[config.mk]
export PLATFORM = sky130hd
export DESIGN_NAME = text_console_ctrl
export DESIGN_NICKNAME = d
export VERILOG_FILES = /design/src/rtl/console_pkg.sv /design/src/rtl/console_addr.sv /design/src/rtl/text_console_ctrl.sv
export SDC_FILE = /design/constraint.sdc
export NUM_CORES = 1
export LEC_CHECK = 0
export ABC_AREA = 1
export BUFFER_PORTS_ARGS = -buffer_cell sky130_fd_sc_hd__buf_4
export CAP_MARGIN = 20
export CORE_ASPECT_RATIO = 0.6
export CORE_MARGIN = 2
export CORE_UTILIZATION = 66
export DETAILED_ROUTE_END_ITERATION = 10
export HOLD_SLACK_MARGIN = 0.08
export PLACE_DENSITY = 0.88
export SLEW_MARGIN = 15
export SYNTH_ARGS = -nofsm -noshare
export SYNTH_HDL_FRONTEND = slang
export SYNTH_HIERARCHICAL = 1
export SYNTH_SLANG_ARGS = --single-unit
[constraint.sdc]
create_clock -name clk -period 9.2 [get_ports clk]
set_input_delay 1.38 -clock clk [delete_from_list [all_inputs] [get_ports clk]]
set_output_delay 1.38 -clock clk [all_outputs]
set_load 0.03 [all_outputs]
[src/rtl/console_pkg.sv]
// Shared constants, control codes, state encoding and row-wrap helper for
// the text console sequencer (40x30 character VRAM).
package console_pkg;

    localparam int unsigned COLS  = 40;
    localparam int unsigned ROWS  = 30;
    localparam int unsigned CELLS = COLS * ROWS;
    localparam int unsigned AW    = 11;   // VRAM cell address width
    localparam int unsigned XW    = 6;    // cursor column width
    localparam int unsigned YW    = 5;    // row index width

    localparam logic [7:0] BLANK_CHR = 8'h20;
    localparam logic [7:0] CHR_CR    = 8'h0D;
    localparam logic [7:0] CHR_LF    = 8'h0A;
    localparam logic [7:0] CHR_BS    = 8'h08;
    localparam logic [7:0] CHR_FF    = 8'h0C;

    typedef enum logic [1:0] {
        IDLE,
        PUT,
        CLR_LINE,
        CLR_ALL
    } state_e;

    // Reduce a sum of two row indices (each < ROWS) modulo ROWS without a divider.
    function automatic logic [YW-1:0] wrap_row(input logic [YW:0] s);
        logic [YW:0] r;
        r = (s >= (YW+1)'(ROWS)) ? (s - (YW+1)'(ROWS)) : s;
        return r[YW-1:0];
    endfunction

endpackage

[src/rtl/console_addr.sv]
// Combinational VRAM address: prow = (row_a + row_b) mod ROWS,
// addr = prow*COLS + col, with prow*40 formed as prow*32 + prow*8.
// Ports: row_a_i/row_b_i row operands, col_i column, prow_o physical row,
//        addr_o cell address.
module console_addr
    import console_pkg::*;
(
    input  logic [YW-1:0] row_a_i,
    input  logic [YW-1:0] row_b_i,
    input  logic [XW-1:0] col_i,
    output logic [YW-1:0] prow_o,
    output logic [AW-1:0] addr_o
);

    assign prow_o = wrap_row({1'b0, row_a_i} + {1'b0, row_b_i});
    assign addr_o = AW'({prow_o, 5'b0}) + AW'({prow_o, 3'b0}) + AW'(col_i);

endmodule

[src/rtl/text_console_ctrl.sv]
// Byte-stream to VRAM write sequencer with cursor, control-code decode and
// hardware scrolling by rotating top_row and clearing the recycled row.
// Ports: clk, rst_n (async active-low); in_valid_i/in_data_i/in_ready_o byte
//        input; de_i display enable; vram_we_o/vram_ad_o/vram_wd_o VRAM write
//        port; top_row_o scroll offset; cur_x_o/cur_y_o cursor; busy_o clear
//        in progress.
// Build option: BLANK_WRITE_EN restricts VRAM writes to de_i=0 cycles.
module text_console_ctrl
    import console_pkg::*;
(
    input  logic          clk,
    input  logic          rst_n,
    input  logic          in_valid_i,
    input  logic [7:0]    in_data_i,
    output logic          in_ready_o,
    input  logic          de_i,
    output logic          vram_we_o,
    output logic [AW-1:0] vram_ad_o,
    output logic [7:0]    vram_wd_o,
    output logic [YW-1:0] top_row_o,
    output logic [XW-1:0] cur_x_o,
    output logic [YW-1:0] cur_y_o,
    output logic          busy_o
);

    state_e        state_q;
    logic [XW-1:0] cur_x_q;
    logic [YW-1:0] cur_y_q;
    logic [YW-1:0] top_row_q;
    logic [YW-1:0] line_q;     // physical row being cleared by CLR_LINE
    logic [AW-1:0] cnt_q;
    logic          we_q;
    logic [AW-1:0] ad_q;
    logic [7:0]    wd_q;

    logic          wr_en;
`ifdef BLANK_WRITE_EN
    assign wr_en     = ~de_i;
    assign vram_we_o = we_q & wr_en;
`else
    logic unused_de;
    assign unused_de = de_i;
    assign wr_en     = 1'b1;
    assign vram_we_o = we_q;
`endif

    // A pending write that could not issue this cycle freezes the sequencer.
    logic stall;
    assign stall = we_q & ~wr_en;

    logic accept;
    assign accept = in_valid_i && (state_q == IDLE);

    logic last_row;
    assign last_row = (cur_y_q == YW'(ROWS - 1));

    logic [YW-1:0] top_inc;
    assign top_inc = wrap_row({1'b0, top_row_q} + (YW+1)'(1));

    // Address source: clear row during CLR_LINE, start of top row when a
    // scroll may begin, otherwise the cursor cell.
    logic          sel_clr;
    logic          sel_top;
    logic [YW-1:0] a_row_a;
    logic [YW-1:0] a_row_b;
    logic [XW-1:0] a_col;
    logic [YW-1:0] prow_unused;
    logic [AW-1:0] addr;

    assign sel_clr = (state_q == CLR_LINE);
    assign sel_top = (state_q == PUT) || ((state_q == IDLE) && (in_data_i == CHR_LF));
    assign a_row_a = sel_clr ? line_q : top_row_q;
    assign a_row_b = (sel_clr || sel_top) ? '0 : cur_y_q;
    assign a_col   = sel_clr ? cnt_q[XW-1:0] : (sel_top ? '0 : cur_x_q);

    console_addr u_addr (
        .row_a_i (a_row_a),
        .row_b_i (a_row_b),
        .col_i   (a_col),
        .prow_o  (prow_unused),
        .addr_o  (addr)
    );

    // Sequencer FSM; entering a clear issues its first write on the same edge.
    always_ff @(posedge clk or negedge rst_n) begin
        if (!rst_n) begin
            state_q   <= CLR_ALL;
            cur_x_q   <= '0;
            cur_y_q   <= '0;
            top_row_q <= '0;
            line_q    <= '0;
            cnt_q     <= '0;
            we_q      <= 1'b0;
            ad_q      <= '0;
            wd_q      <= BLANK_CHR;
        end else begin
            unique case (state_q)
                IDLE: begin
                    if (accept) begin
                        if (in_data_i >= 8'h20) begin
                            we_q    <= 1'b1;
                            ad_q    <= addr;
                            wd_q    <= in_data_i;
                            state_q <= PUT;
                        end else begin
                            case (in_data_i)
                                CHR_CR: cur_x_q <= '0;
                                CHR_LF: begin
                                    cur_x_q <= '0;
                                    if (!last_row) begin
                                        cur_y_q <= cur_y_q + YW'(1);
                                    end else begin
                                        top_row_q <= top_inc;
                                        line_q    <= top_row_q;
                                        we_q      <= 1'b1;
                                        ad_q      <= addr;
                                        wd_q      <= BLANK_CHR;
                                        cnt_q     <= AW'(1);
                                        state_q   <= CLR_LINE;
                                    end
                                end
                                CHR_BS: begin
                                    if (cur_x_q != '0) cur_x_q <= cur_x_q - XW'(1);
                                end
                                CHR_FF: begin
                                    we_q    <= 1'b1;
                                    ad_q    <= '0;
                                    wd_q    <= BLANK_CHR;
                                    cnt_q   <= AW'(1);
                                    state_q <= CLR_ALL;
                                end
                                default: ;
                            endcase
                        end
                    end
                end
                PUT: begin
                    if (wr_en) begin
                        we_q <= 1'b0;
                        if (cur_x_q == XW'(COLS - 1)) begin
                            cur_x_q <= '0;
                            if (!last_row) begin
                                cur_y_q <= cur_y_q + YW'(1);
                                state_q <= IDLE;
                            end else begin
                                top_row_q <= top_inc;
                                line_q    <= top_row_q;
                                we_q      <= 1'b1;
                                ad_q      <= addr;
                                wd_q      <= BLANK_CHR;
                                cnt_q     <= AW'(1);
                                state_q   <= CLR_LINE;
                            end
                        end else begin
                            cur_x_q <= cur_x_q + XW'(1);
                            state_q <= IDLE;
                        end
                    end
                end
                CLR_LINE: begin
                    if (!stall) begin
                        if (cnt_q < AW'(COLS)) begin
                            we_q  <= 1'b1;
                            ad_q  <= addr;
                            wd_q  <= BLANK_CHR;
                            cnt_q <= cnt_q + AW'(1);
                        end else begin
                            we_q    <= 1'b0;
                            state_q <= IDLE;
                        end
                    end
                end
                CLR_ALL: begin
                    if (!stall) begin
                        if (cnt_q < AW'(CELLS)) begin
                            we_q  <= 1'b1;
                            ad_q  <= cnt_q;
                            wd_q  <= BLANK_CHR;
                            cnt_q <= cnt_q + AW'(1);
                        end else begin
                            we_q      <= 1'b0;
                            cur_x_q   <= '0;
                            cur_y_q   <= '0;
                            top_row_q <= '0;
                            state_q   <= IDLE;
                        end
                    end
                end
                default: state_q <= IDLE;
            endcase
        end
    end

    assign in_ready_o = (state_q == IDLE);
    assign busy_o     = (state_q == CLR_LINE) || (state_q == CLR_ALL);
    assign vram_ad_o  = ad_q;
    assign vram_wd_o  = wd_q;
    assign top_row_o  = top_row_q;
    assign cur_x_o    = cur_x_q;
    assign cur_y_o    = cur_y_q;

endmodule

==> results of run 1 <==
==> power by group through the flow <==
stage,combinational (uW),clock [uW],sequential (uW)
finish,941,197,378
detailed placement,911,0,378
floorplan,605,0,445
global placement,879,0,374
CTS,922,196,375
global route,1040,205,387
==> kinds of logic (layout without fill, tap and decap cells) <==
kind of cell	count (synthesis)	after routing	synth area share, %
muxes	1	1	0.195
buffers and inverters	155	180	12.5
xor gates and xnor gates	12	12	2.05
and+or+nand+nor	505	505	42.3
DFF	54	54	26.4
AOI/OAI and AO/OA	88	88	9.49
adders and majority gates	27	27	7.03
==> cell type report <==
type,count,area share [%]
repair buffers,51,6.90
multi-input cells,633,55.9
inverters,121,8.19
flip-flops and latches,54,24.2
well taps,104,2.32
clock inverters,2,0.246
clock buffers,6,2.30
==> worst max-delay path, delay by kind of cell <==
family | cells | cell delay, ns
buffers and inverters | 5 | 0.62
AOI/OAI and AO/OA | 5 | 1.11
and+or+nand+nor | 16 | 1.55
adders and majority gates | 4 | 1.85
==> synth_stat cells (2+ instances only) <==
cell        n
dfstp_2     3
nand4_2     2
fa_1        3
nor2_4      5
o21ai_2     2
a31oi_1     2
nand4_1    16
a21oi_1    11
o21ai_1     4
xnor2_1     4
clkbuf_1    9
buf_4       6
nand2_1   334
o21ai_0    48
o211ai_1    2
inv_2       7
nor2_2      5
nand2_4     3
inv_1     112
ha_1       24
dfrtp_1    51
nand3b_1    2
nor3_1      2
nand2_2     7
nand3_1    78
buf_6       2
xor2_1      8
buf_1       3
o22ai_1    16
buf_2      14
nor2_1     48
==> stage by stage <==
step                      setup slack (ns)  instance area, um2  util [%]
after floorplan                       3.58                5130         -
after global placement                2.86                5450      73.8
after detailed placement              2.63                5460      73.9
after CTS                             2.94                5600      75.9
after global routing                  2.56                5600      75.9
final                                 2.87                5600      75.9
==> registers in the layout (all words and copies together) (netlist names) <==
| name | cells |
|---|---|
| cur_y_o | 5 |
| vram_wd_o | 8 |
| cur_x_o | 6 |
| vram_ad_o | 11 |
| cnt_q | 11 |
| state_q | 2 |
| line_q | 5 |
| vram_we_o | 1 |
| top_row_o | 5 |
==> how the worst min path moves through the flow <==
stage,start,end,slack [ns],cells after the start
finish,vram_wd_o[5]$_DFFE_PN1P_,vram_wd_o[5]$_DFFE_PN1P_,0.48,2
global placement,vram_wd_o[5]$_DFFE_PN1P_,vram_wd_o[5]$_DFFE_PN1P_,0.47,2
floorplan,line_q[0]$_DFFE_PN0P_,line_q[0]$_DFFE_PN0P_,0.45,2
global route,vram_wd_o[5]$_DFFE_PN1P_,vram_wd_o[5]$_DFFE_PN1P_,0.52,2
CTS,vram_wd_o[5]$_DFFE_PN1P_,vram_wd_o[5]$_DFFE_PN1P_,0.49,2
detailed placement,vram_wd_o[5]$_DFFE_PN1P_,vram_wd_o[5]$_DFFE_PN1P_,0.48,2
==> routing by layer <==
metal	GRT usage (%)	up-vias	share of wire [%]
met5	0	-	0
met2	57.3	363	42
met4	10.4	0	2.1
met1	50.6	2567	43
li1	-	2689	-
met3	9.51	41	13
==> impl_metrics.py, run 1 <==
metrics = {
    "floorplan": {
        "rows": 24,
        "die_w_um": 118,
        "die_h_um": 72.3,
        "dieArea_mm2": 0.00851,
        "core_area_mm2": 0.00739,
        "io_pins": 50,
        "initial_core_util_pct": 69.4,
    },
    "power_and_ir_drop": {
        "power_switching_uw": 822,
        "seqPwrFrac_pct": 25.0,
        "max-vdd-ir-drop_v": 0.000186,
        "power_uw": 1520,
        "p_per_area_mw_per_mm2": 271,
        "swShare_pct": 54.2,
        "intPower_uw": 695,
        "comb_power_share_pct": 62.0,
        "leakage_uw": 0.00314,
        "p_clk_share_pct": 13.0,
    },
    "cells_and_area": {
        "fin_cells": 971,
        "drive_gt1_share_pct": 11.2,
        "antenna_cells": 0,
        "final_cell_mix": "nand2_1 (334), inv_1 (112), nand3_1 (78), dfrtp_1 (51), buf_4 (50)",
        "multi_input_area_mm2": 0.00313,
        "fillers": 641,
        "seqCellArea_mm2": 0.00136,
        "layout-area-overhead-vs-synth_pct": 9.30,
        "final_common_cell": "nand2_1",
        "nNetsFinal": 905,
    },
    "timing": {
        "min_period_over_period_pct": 68.8,
        "max_slew.worst_pin.slew_ns": 1.20,
        "hold_slack_ns": 0.484,
        "fin_worst_skew_ns": 0.00730,
        "rsz0062_at_grt": "false",
        "fin_crit_ns": 6.33,
        "tns_ns": 0,
        "hold_viol": 0,
        "setup_viol": 0,
        "relSlewSlack_pct": 20.0,
        "max_freq_ghz": 0.158,
        "final_max_slew_viol_count": 0,
    },
    "logic_synthesis": {
        "netlist_instances": 842,
        "syn_area_per_cell_um2": 6.09,
        "ys_ff_latch": 54,
        "yosysSeqAreaShare_pct": 26.4,
        "synth-warning-count": 6,
        "synth_top_area_cell": "dfrtp_1",
        "syn_area_mm2": 0.00513,
        "synth-async-reset-ratio_pct": 100,
        "synth.distinct_cells": 40,
        "synth_top_area_share_pct": 24.9,
        "synth_area_leaders": "dfrtp_1 (25%), nand2_1 (24%), inv_1 (8.2%)",
        "synth-edff-count": 0,
        "synth_nets": 881,
        "synth_flop_cell": "dfrtp_1",
    },
    "clock_network": {
        "cts_tree": "yes",
        "cts.clk_slew.worst_paths_ns": 0.08,
        "cts_resized": 0,
        "cts_buffers": 5,
        "ctsHoldBuffers": 0,
        "cts.path.max_buffers": 2,
        "htreeDepth": 2,
        "cts_setup_buffers": 0,
        "insertion_delay_ns": 0.30,
        "cts_sinks": 54,
        "cts_root_buffer": "clkbuf_16",
    },
    "routing": {
        "drt-pass1-iter-count": 6,
        "avgViaCountPerCell": 5.83,
        "ant_nets": 0,
        "wire_per_inst_um": 15.7,
        "drcViolationCount": 0,
        "vias": 5660,
        "routed_wl_um": 15200,
        "drt_iter0_drc": 926,
    },
    "setup_path": {
        "path_class": "in -> reg",
        "slowest_delay_ns": 0.61,
        "arrival_ns": 6.56,
        "rr_endpoint": "vram_ad_o[10]$_DFFE_PN0P_",
        "worst-endpoint-required_ns": 9.44,
        "cp-start-kind": "input pin",
        "crit_path_start": "in_data_i[7]",
        "worst-r2r-setup-slack_ns": 3.51,
        "ff2ff_path_depth": 30,
        "cp_slowest_cell": "fa_1",
        "crit_top_cell": "nand2_1",
        "crit_path_end_kind": "register",
        "cp-endpoint": "vram_ad_o[10]$_DFFE_PN0P_",
        "crit_path_max_fanout": 11,
        "regToRegStartpoint": "state_q[1]$_DFFE_PN1P_",
    },
    "job": {
        "max_cap_violations": 0,
    },
    "global_route": {
        "grt_max_degree": 55,
        "grt_antenna_before_repair": 0,
        "grt_pass1_wl_um": 25000,
        "grt-ovfl-total": 0,
        "grt_pass1_vias": 5265,
        "grt.total_usage_pct": 36.5,
    },
    "placement": {
        "placedCellCount": 963,
        "portBuffers": 48,
        "routabilityCongestion": 0.926,
        "dp_hpwl_um": 10900,
    },
    "run_status": {
        "status": "completed",
    },
    "min_path": {
        "hold_class": "reg -> reg",
    },
}
Power figures use the tool's default switching activity.
==> inputs of run 2 (changes only) <==
--- a/config.mk
+++ b/config.mk
@@ -10,10 +10,10 @@
 export CAP_MARGIN = 20
 export CORE_ASPECT_RATIO = 0.6
 export CORE_MARGIN = 2
-export CORE_UTILIZATION = 66
+export CORE_UTILIZATION = 55
 export DETAILED_ROUTE_END_ITERATION = 10
 export HOLD_SLACK_MARGIN = 0.08
-export PLACE_DENSITY = 0.88
+export PLACE_DENSITY = 0.78
 export SLEW_MARGIN = 15
 export SYNTH_ARGS = -nofsm -noshare
 export SYNTH_HDL_FRONTEND = slang
==> constraint.sdc (replaced) <==
create_clock -name clk -period 5.63 [get_ports clk]
set_input_delay 0.8445 -clock clk [delete_from_list [all_inputs] [get_ports clk]]
set_output_delay 0.8445 -clock clk [all_outputs]
set_load 0.03 [all_outputs]
==> impl_metrics.py, run 2 (same netlist as run 1, synthesis figures left out) <==
metrics = {
    "cells_and_area": {
        "fin_cells": 985,
        "seqCellArea_mm2": 0.00136,
        "nNetsFinal": 907,
        "fillers": 855,
        "layout-area-overhead-vs-synth_pct": 10.6,
        "antenna_cells": 0,
        "multi_input_area_mm2": 0.00315,
        "final_cell_mix": "nand2_1 (334), inv_1 (111), nand3_1 (78), buf_4 (53), dfrtp_1 (51)",
        "drive_gt1_share_pct": 11.6,
        "final_util_pct": 62.2,
        "final_common_cell": "nand2_1",
        "final_cell_area_mm2": 0.00567,
    },
    "setup_path": {
        "cp-start-kind": "input pin",
        "cp_slowest_cell": "fa_1",
        "arrival_ns": 5.43,
        "crit_top_cell": "nand2_1",
        "slowest_delay_ns": 0.58,
        "path_class": "in -> reg",
        "ff2ff_path_depth": 30,
        "crit_path_end_kind": "register",
        "crit_path_max_fanout": 6,
        "worst-endpoint-required_ns": 5.87,
    },
    "routing": {
        "routed_wl_um": 15000,
        "wl_met1_um": 7100,
        "highest_layer": "met4",
        "route.met2.wl_um": 6170,
        "met3_length_um": 1490,
        "wire_per_inst_um": 15.2,
        "drt_iter0_drc": 640,
        "avgViaCountPerCell": 5.61,
        "vias": 5529,
        "drt-pass1-iter-count": 5,
        "ant_nets": 0,
        "drcViolationCount": 0,
    },
    "floorplan": {
        "initial_core_util_pct": 56.2,
        "dieArea_mm2": 0.0101,
        "core_area_mm2": 0.00912,
        "die_h_um": 78.8,
        "io_pins": 50,
        "rows": 27,
        "die_w_um": 129,
    },
    "global_route": {
        "grt_antenna_before_repair": 0,
        "grt_max_degree": 55,
        "grt_pass1_vias": 5143,
        "grt.total_usage_pct": 31.1,
        "grt-ovfl-total": 0,
        "grt_pass1_wl_um": 25100,
    },
    "power_and_ir_drop": {
        "p_per_area_mw_per_mm2": 444,
        "leakage_uw": 0.00316,
        "max-vdd-ir-drop_v": 0.000232,
        "power_uw": 2520,
    },
    "run_status": {
        "status": "completed",
    },
    "placement": {
        "portBuffers": 48,
        "routabilityCongestion": 1.01,
        "placedCellCount": 977,
        "dp_hpwl_um": 10900,
        "placed_cell_area_mm2": 0.00549,
    },
    "clock_network": {
        "cts_setup_buffers": 0,
        "cts.path.max_buffers": 2,
        "cts_tree": "yes",
        "cts_sinks": 54,
        "cts_root_buffer": "clkbuf_16",
        "insertion_delay_ns": 0.30,
        "cts_resized": 0,
        "ctsHoldBuffers": 0,
        "cts.clk_slew.worst_paths_ns": 0.07,
        "cts_buffers": 5,
        "htreeDepth": 2,
    },
    "timing": {
        "max_slew.worst_pin.slew_ns": 1.11,
        "relSlewSlack_pct": 25.7,
        "hold_viol": 0,
        "rsz0062_at_grt": "false",
        "max_freq_ghz": 0.193,
        "fin_worst_skew_ns": 0.00752,
        "min_period_over_period_pct": 92.1,
        "tns_ns": 0,
        "fin_crit_ns": 5.19,
        "final_max_slew_viol_count": 0,
        "setup_viol": 0,
    },
    "min_path": {
        "hold_class": "reg -> reg",
        "holdPathStages": 2,
    },
    "job": {
        "max_cap_violations": 0,
    },
}
## run 2: changes by cell type in the layout (fill, tap and decap cells not counted), sizes merged
cell / previous run / this run
clkbuf: 6 / 7
clkinv: 2 / 1
bufinv: 0 / 1
inv: 121 / 120
buf: 51 / 53
## run 2: area by class of cell
class / instances / area share (%)
Clock buffer: 7 / 2.34
Multi-Input combinational cell: 633 / 55.5
Clock inverter: 1 / 0.530
Tap cell: 116 / 2.56
Inverter: 121 / 8.10
Sequential cell: 54 / 24.0
Timing Repair Buffer: 53 / 7.02
## run 2: metal layers
| metal | track usage (%) | vias up |
|---|---|---|
| li1 | - | 2693 |
| met1 | 46.0 | 2567 |
| met2 | 45.8 | 252 |
| met3 | 7.08 | 17 |
| met4 | 7.93 | 0 |
| met5 | 0 | - |
## run 2: worst paths after layout
kind	startpoint	to	slack, ns
min reg2reg	vram_wd_o[5]$_DFFE_PN1P_	vram_wd_o[5]$_DFFE_PN1P_	0.48
max	in_data_i[7]	vram_ad_o[10]$_DFFE_PN0P_	0.44
min	vram_wd_o[5]$_DFFE_PN1P_	vram_wd_o[5]$_DFFE_PN1P_	0.48
min in group asynchronous	rst_n	vram_ad_o[8]$_DFFE_PN0P_	0.60
max in group asynchronous	rst_n	cnt_q[6]$_DFFE_PN0P_	4.53
max reg2reg	state_q[1]$_DFFE_PN1P_	vram_ad_o[10]$_DFFE_PN0P_	0.49
## run 2: power by group
part | internal [uW] | switching [uW] | leakage (uW) | total, uW
clock | 211 | 147 | 0.0000781 | 357
sequential | 491 | 132 | 0.000718 | 622
combinational | 492 | 1040 | 0.00236 | 1540
total | 1190 | 1320 | 0.00316 | 2520
## run 2: through the flow
step | hold WS (ns) | worst slack, ns
floorplan | 0.453 | 0.546
global placement | 0.463 | 0.177
detailed placement | 0.479 | 0.0107
CTS | 0.487 | 0.292
global route | 0.516 | 0.0432
finish | 0.483 | 0.443
## run 2: worst max-delay path, delay by kind of cell
kind	cells	cell delay, ns
AO/OA/AOI/OAI	5	0.79
adder cells (fa/ha/maj)	4	1.79
buffers and inverters	5	0.48
AND/OR/NAND/NOR	16	1.52
==> inputs of run 3 (changes only) <==
--- a/config.mk
+++ b/config.mk
@@ -5,12 +5,12 @@
 export SDC_FILE = /design/constraint.sdc
 export NUM_CORES = 1
 export LEC_CHECK = 0
-export ABC_AREA = 1
+export ABC_AREA = 0
 export BUFFER_PORTS_ARGS = -buffer_cell sky130_fd_sc_hd__buf_4
 export CAP_MARGIN = 20
 export CORE_ASPECT_RATIO = 0.6
 export CORE_MARGIN = 2
-export CORE_UTILIZATION = 55
+export CORE_UTILIZATION = 54
 export DETAILED_ROUTE_END_ITERATION = 10
 export HOLD_SLACK_MARGIN = 0.08
 export PLACE_DENSITY = 0.78
==> impl_metrics.py, run 3 <==
metrics = {
    "clock_network": {
        "cts_tree": "yes",
        "cts_root_buffer": "clkbuf_16",
        "cts.clk_slew.worst_paths_ns": 0.07,
        "cts_buffers": 5,
        "htreeDepth": 2,
        "cts_sinks": 54,
        "insertion_delay_ns": 0.29,
        "ctsHoldBuffers": 0,
        "cts.path.max_buffers": 2,
    },
    "global_route": {
        "grt_antenna_before_repair": 0,
        "grt-ovfl-total": 0,
        "grt_max_degree": 55,
        "gr-usage-met2_pct": 43.5,
        "grt_use_met1_pct": 41.6,
        "use_met3_pct": 5.03,
        "grt.total_usage_pct": 28.0,
        "grt-busiest-layer": "met2",
        "grt_pass1_wl_um": 19400,
        "grt_pass1_vias": 3781,
    },
    "timing": {
        "max_slew.worst_pin.slew_ns": 1.02,
        "hold_viol": 0,
        "relSlewSlack_pct": 31.8,
        "timing.final.ws_setup_ns": 0.159,
        "min_period_over_period_pct": 97.2,
        "final_max_slew_viol_count": 0,
        "setup_viol": 0,
        "fin_crit_ns": 5.47,
        "fin_worst_skew_ns": 0.00539,
        "max_freq_ghz": 0.183,
    },
    "cells_and_area": {
        "layout-area-overhead-vs-synth_pct": 20.4,
        "antenna_cells": 0,
        "nNetsFinal": 560,
        "final_util_pct": 68.7,
        "drive_gt1_share_pct": 26.8,
        "fin_cells": 626,
        "final_cell_mix": "buf_4 (87), dfrtp_1 (51)",
        "final_common_cell": "buf_4",
    },
    "power_and_ir_drop": {
        "swShare_pct": 40.6,
        "p_per_area_mw_per_mm2": 314,
        "p_clk_share_pct": 21.8,
        "max-vdd-ir-drop_v": 0.000232,
        "intPower_uw": 950,
        "power_switching_uw": 649,
        "seqPwrFrac_pct": 34.6,
        "leakage_uw": 0.00237,
        "comb_power_share_pct": 43.6,
    },
    "job": {
        "max_cap_violations": 0,
    },
    "setup_path": {
        "worst-r2r-setup-slack_ns": 0.32,
        "crit_buf_inv": 2,
        "cp-start-kind": "input pin",
        "rr_endpoint": "vram_ad_o[10]$_DFFE_PN0P_",
        "cp_top_family": "simple AND/OR/NAND/NOR gates",
        "regToRegStartpoint": "state_q[1]$_DFFE_PN1P_",
        "path_class": "in -> reg",
        "ff2ff_path_depth": 20,
        "slowest_delay_ns": 0.56,
        "worst-endpoint-required_ns": 5.79,
        "arrival_ns": 5.63,
        "crit_path_max_fanout": 8,
        "cp_slowest_cell": "or4bb_4",
        "crit_path_end_kind": "register",
        "crit_path_cell_trace": "buf_4 -> or4bb_4 -> nor2_4 -> o21ai_2 -> buf_4 -> and2_4 -> fa_2 -> and3_4 -> or3_4 -> a31oi_4 -> mux2i_1 -> fa_1 -> fa_2 -> nor2b_1 -> o21ai_1 -> nand2b_1 -> a21o_1 -> and2_2 -> mux2_2 -> a32o_1 -> a41oi_2 -> o2bb2ai_1",
    },
    "routing": {
        "wire_per_inst_um": 18.6,
        "vias": 4038,
        "drt-pass1-iter-count": 5,
        "ant_nets": 0,
        "routed_wl_um": 11700,
        "drcViolationCount": 0,
        "avgViaCountPerCell": 6.45,
        "drt_iter0_drc": 388,
    },
    "floorplan": {
        "dieArea_mm2": 0.00858,
        "die_w_um": 118,
        "rows": 24,
        "initial_core_util_pct": 57.0,
        "die_h_um": 72.6,
        "io_pins": 50,
        "core_area_mm2": 0.00742,
    },
    "logic_synthesis": {
        "synth.distinct_cells": 81,
        "synth_area_leaders": "dfrtp_1 (30%), ha_1 (7.1%), a22o_1 (4.6%)",
        "yosysSeqAreaShare_pct": 32.0,
        "synth_nets": 501,
        "synth_common_cells": "dfrtp_1 (51), ha_1 (24), clkbuf_1 (23), inv_1 (23)",
        "synth_top_area_share_pct": 30.2,
        "syn_area_mm2": 0.00423,
        "synth_xor_area_share_pct": 3.49,
        "synth_fa_ha_area_share_pct": 8.76,
        "synth_top_family_by_area": "compound AO/OA/AOI/OAI gates",
        "synth-async-reset-ratio_pct": 100,
        "netlist_instances": 462,
        "synth-warning-count": 6,
        "syn_area_per_cell_um2": 9.15,
        "synth-edff-count": 0,
        "synth_compound_area_share_pct": 26.5,
        "synthSimpleGateAreaFrac_pct": 17.8,
        "synth_top_area_cell": "dfrtp_1",
        "synth_flop_cell": "dfrtp_1",
        "yosys.cell_count.top_type": "dfrtp_1",
        "ys_ff_latch": 54,
        "synth_mux_area_share_pct": 5.77,
    },
    "placement": {
        "dpl_worst_slack_ns": -0.282,
        "routabilityCongestion": 0.926,
        "placedCellCount": 614,
        "portBuffers": 48,
        "dp_hpwl_um": 8390,
    },
    "min_path": {
        "hp-start": "vram_we_o$_DFFE_PN0P_",
        "whs_endpoint": "vram_we_o$_DFFE_PN0P_",
        "hold_class": "reg -> reg",
        "holdPathStages": 1,
    },
    "run_status": {
        "status": "completed",
    },
}
-- run 3: cell types whose count changed in the layout (fill, tap and decap cells not counted), sizes merged, moves of 16 or more --
| cell | delta |
|---|---|
| nand2 | -322 |
| inv | -97 |
| nand3 | -63 |
| nor2 | -37 |
| buf | +34 |
| o21ai | -33 |
| a22o | +23 |
| mux2 | +16 |
-- run 3: worst max path at each step --
stage,depth (start not counted),start,end
2_1_floorplan,24,in_data_i[2],vram_ad_o[10]$_DFFE_PN0P_
6_report,22,in_data_i[4],vram_ad_o[10]$_DFFE_PN0P_
3_3_place_gp,23,in_data_i[2],vram_ad_o[10]$_DFFE_PN0P_
5_1_grt,23,in_data_i[4],vram_ad_o[10]$_DFFE_PN0P_
3_5_place_dp,22,in_data_i[2],vram_ad_o[10]$_DFFE_PN0P_
4_1_cts,22,in_data_i[2],vram_ad_o[10]$_DFFE_PN0P_
-- run 3: per-stage QoR --
step	setup TNS, ns	total power [uW]	area, um2	hold WS (ns)
after floorplan	0	987	4270	0.474
after global placement	-0.159	1200	4860	0.473
after detailed placement	-0.282	1220	4860	0.481
after CTS	0	1570	5020	0.499
after global routing	-0.0317	1680	5090	0.519
final	0	1600	5090	0.499
-- run 3: routing by layer --
layer  share of wire (%)  vias to the layer above  routed length (um)
met1                  46                     1951                5400
met2                  44                      211                5160
met5                   0                        -                   0
li1                    -                     1865                   -
met4                0.56                        0                  65
met3                 8.8                       11                1020
-- run 3: timing repair --
item	in CTS	in global routing
endpoints found under the setup margin	0	1
resized for setup	0	10
setup buffers	0	4
-- run 3: power by group through the flow --
stage | combinational (uW) | sequential [uW] | clock [uW]
6_report | 697 | 553 | 348
5_1_grt | 752 | 562 | 370
4_1_cts | 672 | 547 | 349
3_5_place_dp | 669 | 553 | 0
3_3_place_gp | 651 | 550 | 0
2_1_floorplan | 357 | 631 | 0
-- run 3: area by class of cell --
type | instances | area [um2]
inverter | 23 | 86.3
clock buffer | 7 | 133
tap | 104 | 130
clock inverter | 1 | 30.0
timing repair buffer | 87 | 653
sequential | 54 | 1360
fill | 578 | 2320
multi-input combinational | 350 | 2710
-- run 3: logic make-up after synthesis --
family                   Yosys count
XOR/XNOR                          16
AND/OR/NAND/NOR                  135
multiplexers                      22
AO/OA/AOI/OAI                    149
adder cells (fa/ha/maj)           28
flip-flops                        54
buffers and inverters             58
